$ cat src/rtl/processador_param.sv
// processador_param: 3-state (IDLE/EXEC/DONE) ALU with accumulator reuse and op counter.
// Define PROCESSADOR_MUL_EN to enable opcode 8 (unsigned multiply, low WIDTH bits).
module processador_param #(
   parameter int WIDTH = 8,
   parameter int CNT_W = 16
) (
   input  logic             clk,
   input  logic             reset,
   input  logic             in_valid,
   output logic             in_ready,
   input  logic [3:0]       opcode,
   input  logic [WIDTH-1:0] operand1,
   input  logic [WIDTH-1:0] operand2,
   input  logic             acc_sel,
   output logic             out_valid,
   input  logic             out_ready,
   output logic [WIDTH-1:0] result,
   output logic [4:0]       flags,
   output logic             busy,
   output logic [CNT_W-1:0] op_count
);

   localparam logic [1:0] IDLE = 2'd0;
   localparam logic [1:0] EXEC = 2'd1;
   localparam logic [1:0] DONE = 2'd2;

   logic [1:0]       state_q, state_d;
   logic [3:0]       op_q, op_d;
   logic [WIDTH-1:0] a_q, a_d;
   logic [WIDTH-1:0] b_q, b_d;
   logic [WIDTH-1:0] result_q, result_d;
   logic [4:0]       flags_q, flags_d;
   logic [CNT_W-1:0] cnt_q, cnt_d;

   logic [WIDTH-1:0] alu_r;
   logic             alu_c, alu_v, alu_e;
   logic [WIDTH:0]   sum, diff;

   assign sum  = {1'b0, a_q} + {1'b0, b_q};
   assign diff = {1'b0, a_q} - {1'b0, b_q};

`ifdef PROCESSADOR_MUL_EN
   logic [2*WIDTH-1:0] prod;
   assign prod = {{WIDTH{1'b0}}, a_q} * {{WIDTH{1'b0}}, b_q};
`endif

   always_comb begin
      alu_r = '0;
      alu_c = 1'b0;
      alu_v = 1'b0;
      alu_e = 1'b0;
      case (op_q)
         4'd0: begin
            alu_r = sum[WIDTH-1:0];
            alu_c = sum[WIDTH];
            alu_v = (a_q[WIDTH-1] == b_q[WIDTH-1]) &&
                    (alu_r[WIDTH-1] != a_q[WIDTH-1]);
         end
         4'd1: begin
            alu_r = diff[WIDTH-1:0];
            alu_c = diff[WIDTH];
            alu_v = (a_q[WIDTH-1] != b_q[WIDTH-1]) &&
                    (alu_r[WIDTH-1] != a_q[WIDTH-1]);
         end
         4'd2: alu_r = a_q & b_q;
         4'd3: alu_r = a_q | b_q;
         4'd4: alu_r = a_q ^ b_q;
         4'd5: alu_r = ~a_q;
         4'd6: begin
            alu_r = {a_q[WIDTH-2:0], 1'b0};
            alu_c = a_q[WIDTH-1];
         end
         4'd7: begin
            alu_r = {1'b0, a_q[WIDTH-1:1]};
            alu_c = a_q[0];
         end
`ifdef PROCESSADOR_MUL_EN
         4'd8: begin
            alu_r = prod[WIDTH-1:0];
            alu_c = |prod[2*WIDTH-1:WIDTH];
         end
`endif
         4'd9: alu_r = b_q;
         default: alu_e = 1'b1;
      endcase
   end

   // result_q doubles as the accumulator read back when acc_sel is set
   always_comb begin
      state_d  = state_q;
      op_d     = op_q;
      a_d      = a_q;
      b_d      = b_q;
      result_d = result_q;
      flags_d  = flags_q;
      cnt_d    = cnt_q;
      case (state_q)
         IDLE: begin
            if (in_valid) begin
               op_d    = opcode;
               b_d     = operand2;
               a_d     = acc_sel ? result_q : operand1;
               state_d = EXEC;
            end
         end
         EXEC: begin
            result_d = alu_r;
            flags_d  = {alu_e, alu_v, alu_r[WIDTH-1], alu_c, (alu_r == '0)};
            state_d  = DONE;
         end
         DONE: begin
            if (out_ready) begin
               state_d = IDLE;
               cnt_d   = cnt_q + CNT_W'(1);
            end
         end
         default: state_d = IDLE;
      endcase
   end

   always_ff @(posedge clk) begin
      if (reset) begin
         state_q  <= IDLE;
         op_q     <= '0;
         a_q      <= '0;
         b_q      <= '0;
         result_q <= '0;
         flags_q  <= '0;
         cnt_q    <= '0;
      end else begin
         state_q  <= state_d;
         op_q     <= op_d;
         a_q      <= a_d;
         b_q      <= b_d;
         result_q <= result_d;
         flags_q  <= flags_d;
         cnt_q    <= cnt_d;
      end
   end

   assign in_ready  = (state_q == IDLE) && !reset;
   assign out_valid = (state_q == DONE);
   assign busy      = (state_q != IDLE);
   assign result    = result_q;
   assign flags     = flags_q;
   assign op_count  = cnt_q;

endmodule

$ cat config.mk
export PLATFORM = sky130hd
export DESIGN_NAME = processador_param
export DESIGN_NICKNAME = d
export VERILOG_FILES = /design/src/rtl/processador_param.sv
export SDC_FILE = /design/constraint.sdc
export NUM_CORES = 1
export LEC_CHECK = 0
export BUFFER_PORTS_ARGS = -buffer_cell sky130_fd_sc_hd__clkbuf_2
export CORE_AREA = 4 4 98 100
export DETAILED_ROUTE_END_ITERATION = 6
export DIE_AREA = 0 0 102 104
export GPL_TIMING_DRIVEN = 0
export PLACE_DENSITY_LB_ADDON = 0.15
export SLEW_MARGIN = 20
export SYNTH_ARGS = -nofsm -noshare
export SYNTH_HDL_FRONTEND = slang
export SYNTH_SLANG_ARGS = --single-unit
$ cat constraint.sdc
create_clock -name clk -period 5 [get_ports clk]
set_input_delay 0.25 -clock clk [delete_from_list [all_inputs] [get_ports clk]]
set_output_delay 0.25 -clock clk [all_outputs]
set_load 0.05 [all_outputs]
After elaboration in Yosys (flattened, before gate mapping)
Cells that the tools add are included.
{"block": "totals", "output_inout_bits": 32, "in_bits": 25, "reg_bits": 51, "wordCells": 50}
{"block": "classes", "bitwise_logic": 4, "eq_ne": 16, "n_mux": 8, "add_sub_neg": 3, "n_reduce_logical": 12}
{"op": "case mux 8 bit (9 select lines)", "n": 1}
{"op": "adder 16 x 1 -> 16 bit (second input constant)", "n": 1}
{"op": "equality test 4 x 3 -> 1 bit (second input constant)", "n": 4}
{"op": "adder 8 x 8 -> 9 bit", "n": 1}
{"op": "OR reduction 9 bit", "n": 1}
{"op": "subtractor 8 x 8 -> 9 bit", "n": 1}
{"op": "bitwise AND 8 bit", "n": 1}
{"op": "equality test 4 x 2 -> 1 bit (second input constant)", "n": 2}
{"op": "logical NOT 8 bit", "n": 1}
{"op": "two-way mux 8 bit", "n": 1}
{"op": "inverter 8 bit", "n": 1}
{"op": "OR 8 bit", "n": 1}
{"op": "bitwise XOR 8 bit", "n": 1}
{"op": "case mux 2 bit (3 select lines)", "n": 1}
{"op": "AND reduction 2 bit", "n": 3}
{"op": "equality test 4 x 1 -> 1 bit (second input constant)", "n": 1}
{"op": "equality test 4 bit (second input constant)", "n": 1}
{"op": "logical NOT 4 bit", "n": 1}
{"op": "two-way mux 2 bit", "n": 2}
{"op": "case mux 1 bit (4 select lines)", "n": 1}
{"op": "logical AND 1 bit", "n": 3}
{"op": "!= test 1 bit", "n": 3}
{"op": "equality test 2 x 1 -> 1 bit (second input constant)", "n": 1}
{"op": "equality test 2 bit (second input constant)", "n": 1}
{"op": "other kinds (8)", "n": 8}

Depth between registers and ports, before layout
{"block": "logic_depth", "depth_word": 4, "ltp_mapped": 10, "depth_no_buf": 10}

Least setup slack after synthesis
Ideal clock, no wire load.
{"block": "synth_timing", "kind": "register -> register", "from": "register a_q[0]", "to": "register result_q[6], in the netlist result[6]", "stages_incl_launch_ff": 11, "path_slack_ns": 2.501, "required_time_ns": 4.863, "synth_period_minus_slack_ns": 2.499, "setup_time_ns": 0.137, "n_path_buf": 0, "t_arrival_ns": 2.361, "path_cell_list": "dfxtp_1 inv_1 ha_1 fa_1 or2_1 a211oi_2 o31ai_1 a221o_1 a211o_1 a21oi_2 a211oi_1"}
{"block": "synth_via", "elab_chain_cells": 2, "word_cells_on_any_way": 3, "classes_between": "add/sub (2); mux (1)"}
{"item": "start, declared", "line": "29", "text": "logic [WIDTH-1:0] a_q, a_d;"}
{"item": "start signal, assigned", "line": "125", "text": "a_q <= '0;"}
{"item": "start signal, assigned", "line": "133", "text": "a_q <= a_d;"}
{"item": "subtractor 8 x 8 -> 9 bit or adder 8 x 8 -> 9 bit (tied branches)", "line": "40, 39"}
{"item": "case mux 8 bit (9 select lines) (*)", "line": "52", "text": "case (op_q)"}
{"item": "end signal, assigned", "line": "135", "text": "result_q <= result_d;"}
{"item": "end, declared", "line": "31", "text": "logic [WIDTH-1:0] result_q, result_d;"}
Mark *: on every way between the ends. The rest lies on a longest branch, timed or not.
A chain may end at the register's enable or synchronous reset.

Final worst setup path
{"block": "layout_timing", "from": "register a_q[0]", "to": "register flags_q[0], in the netlist flags[0]"}
{"block": "layout_via", "elab_chain_cells": 3, "word_cells_on_any_way": 8, "classes_between": "add/sub (2); mux (1); bitwise (4); reduce/logical (1)"}
{"item": "subtractor 8 x 8 -> 9 bit (tied with other cells)", "line": "40", "text": "assign diff = {1'b0, a_q} - {1'b0, b_q};"}
{"item": "case mux 8 bit (9 select lines) (*)", "line": "52"}
{"item": "logical NOT 8 bit (*)", "line": "108", "text": "flags_d = {alu_e, alu_v, alu_r[WIDTH-1], alu_c, (alu_r == '0)};"}
{"item": "end signal, assigned", "line": "136", "text": "flags_q <= flags_d;"}
{"item": "end, declared", "line": "32", "text": "logic [4:0] flags_q, flags_d;"}
Marks and branches as above.

==> impl_metrics.py <==
metrics = {
    "run_status": {
        "outcome": "finished, final reports clean",
    },
    "grt": {
        "grt_start_max_net_pins": 15,
        "grt_first_pass_wirelength_um": 16800,
        "antenna_found_initial": 0,
        "grt_usage_pct": 19.3,
        "grt_pass1_vias": 3436,
        "grt-ovfl-total": 0,
    },
    "die": {
        "dieArea_mm2": 0.0106,
        "die_width_um": 102,
        "rows": 34,
        "core_mm2": 0.00868,
        "start_util_pct": 39.7,
        "io_pins": 57,
        "die_y_um": 104,
    },
    "critical_path": {
        "crit_required_ps": 5250,
        "crit_type": "flop to flop",
        "cp-start-kind": "flop",
        "endpoint": "flags[0]",
        "worstPathMaxFanout": 6,
        "cpPeakStageDelay_ps": 450,
        "rr_endpoint": "flags[0]",
        "r2r_cells": 10,
        "rr_startpoint": "a_q[0]",
        "cp.arrival_ps": 3220,
        "end_kind": "flop",
        "path_cells": "inv_1, ha_1, fa_1, or2_1, a211oi_2, o31ai_1, a221o_1, a211o_1, a21oi_2, a41o_1",
        "r2r_slack_ps": 2030,
        "cpMaxStageDelayCell": "dfxtp_1",
        "startpoint": "a_q[0]",
    },
    "clock_network": {
        "cts_setup_buffers": 0,
        "cts_sinks": 50,
        "cts.repair.resized": 0,
        "hold_buffers": 0,
        "cts.reportedPaths.clkPinSlew_ps": 90,
        "clock_latency_ps": 300,
        "cts_inserted_buffers": 5,
        "cts_htree_levels": 2,
        "clk_root_buffer_cell": "clkbuf_8",
        "cts_tree": "yes",
        "cts.path.max_buffers": 2,
    },
    "route": {
        "first_pass_iters": 4,
        "dr_total_vias": 3391,
        "via_per_inst": 5.58,
        "postRouteAntennaNets": 0,
        "drtIter0Drc": 219,
        "post_drt_wl_per_cell_um": 16.3,
        "drc": 0,
        "wl_um": 9940,
    },
    "yosys": {
        "synth_cell_types": 62,
        "synth_top_family_by_area": "compound AO/OA/AOI/OAI gates",
        "synthArstFlopShare_pct": 0,
        "synth_edf_count": 0,
        "synth_common_cells": "54 x nand2_1, 51 x nor2_1, 50 x dfxtp_1, 36 x a21oi_1, 25 x ha_1",
        "post-synth-top-count-cell": "nand2_1",
        "netlist_instances": 438,
        "synth_top_area_share_pct": 29.1,
        "synth.area.top_cells": "dfxtp_1 29%, ha_1 9.1%, nand2_1 5.9%, nor2_1 5.6%, a21oi_1 5.2%",
        "synth.net_count": 490,
        "yosys.area_share.simple_pct": 22.2,
        "yosysWarnings": 0,
        "syn_avg_cell_area_um2": 7.86,
        "synthAdderAreaFrac_pct": 10.2,
        "ys_seq_area_share_pct": 29.1,
        "synth_flop_cell": "dfxtp_1",
        "synth-compound-area-share_pct": 22.2,
        "synth_top_area_cell": "dfxtp_1",
        "synthMuxAreaShare_pct": 5.59,
        "netlist_area_mm2": 0.00344,
        "synth-xor-area-share_pct": 4.32,
        "synth-seq-cells": 50,
    },
    "final_layout": {
        "fill_cells": 934,
        "nets": 552,
        "antennaDiodeCount": 0,
        "area_delta_synth_final_pct": 14.2,
        "drive_above_1_share_pct": 16.8,
    },
    "pwr": {
        "power_density_mw_per_mm2": 253,
        "vdd_drop_max_mv": 0.126,
        "p_leak_nw": 1.59,
        "p_total_uw": 996,
    },
    "hold_path": {
        "min_from": "opcode[1]",
        "hold_path.class": "input port to flop",
    },
    "placed_design": {
        "buffer_ports.inserted": 55,
        "place_ws_ps": 2090,
        "gp_congestion": 0.927,
        "hpwl_um": 7790,
    },
    "sta": {
        "finalSetupTns_ps": 0,
        "period_needed_ps": 2970,
        "drv_slew": 0,
        "fmax_ghz": 0.337,
        "fin_skew_ps": 7.60,
        "period_share_pct": 59.4,
        "rsz0062_at_grt": "false",
        "tightestPinTransition_ps": 1030,
        "fin_ws_ps": 2030,
        "hold_viol_final": 0,
        "setup_viol": 0,
        "max_slew_margin_pct": 30.2,
    },
    "run": {
        "drv_cap": 0,
    },
}
## flip-flops by register name, indices dropped and copies added (netlist names)
| signal | count |
|---|---|
| op_count | 16 |
| a_q | 8 |
| b_q | 8 |
| result | 7 |
| flags | 5 |
| op_q | 4 |
| state_q | 2 |
## layer usage
layer	part of all wire, %	up-vias	track usage, %
li1	-	1668	-
met1	47	1606	27.3
met2	45	97	29.8
met3	5.3	20	2.35
met4	2.6	0	6.84
met5	0	-	0
## critical path, delay by kind of cell, from the launching register on
kind	cells	cell delay (ps)
compound gates	6	1450
buf+inv	1	100
simple gates	1	260
fa+ha+maj	2	660
flops	1	450
## where the power goes
part	total [mW]	leakage, nW	internal (mW)	switching [mW]
Sequential	0.442	0.408	0.417	0.0251
Combinational	0.324	1.15	0.116	0.208
Clock	0.230	0.0373	0.0964	0.134
## cells in the final DEF (no fill, tap or decap), drive strengths merged, types with 5 or more instances in the layout
cell type / Yosys / routed
nand2: 54 / 54
a21oi: 37 / 37
nand2b: 6 / 6
nor2: 51 / 51
nor2b: 5 / 5
mux2i: 17 / 17
nor3: 10 / 10
inv: 24 / 24
clkbuf: 13 / 74
xnor2: 9 / 9
a211oi: 18 / 18
ha: 25 / 25
buf: 14 / 14
dfxtp: 50 / 50
xor2: 8 / 8
o21ai: 14 / 14
nand3: 8 / 8
## per-stage QoR
step / instances / area [µm²] / hold WS, ps / utilization (%)
floorplan: 438 / 3440 / 372 / -
global placement: 601 / 3850 / 442 / 44.4
detailed placement: 601 / 3850 / 447 / 44.4
CTS: 608 / 3940 / 163 / 45.3
global route: 608 / 3940 / 179 / 45.3
finish: 608 / 3940 / 163 / 45.3
## logic make-up after synthesis
kind of cell,Yosys count
mux,19
fa+ha+maj,27
compound gates,113
flops,50
simple gates,161
buf+inv,51
xor+xnor,17
## worst min-delay path by stage
stage | end | slack [ps] | cells after the start
after floorplan | state_q[0] | 370 | 1
after global placement | flags[4] | 440 | 2
after detailed placement | flags[4] | 450 | 2
after CTS | op_q[1] | 160 | 3
after global routing | op_q[2] | 180 | 3
final | op_q[1] | 160 | 3
## final cells by class
class | count | area (µm²) | share of cell area (%)
Buffer | 27 | 129 | 3.28
Timing Repair Buffer | 55 | 275 | 7.00
Clock buffer | 6 | 72.6 | 1.84
Sequential cell | 50 | 1000 | 25.4
Tap cell | 108 | 135 | 3.43
Inverter | 24 | 90.1 | 2.29
Clock inverter | 1 | 7.51 | 0.191
Multi-Input combinational cell | 337 | 2220 | 56.5
No activity file was read; power rests on OpenSTA's default activity.
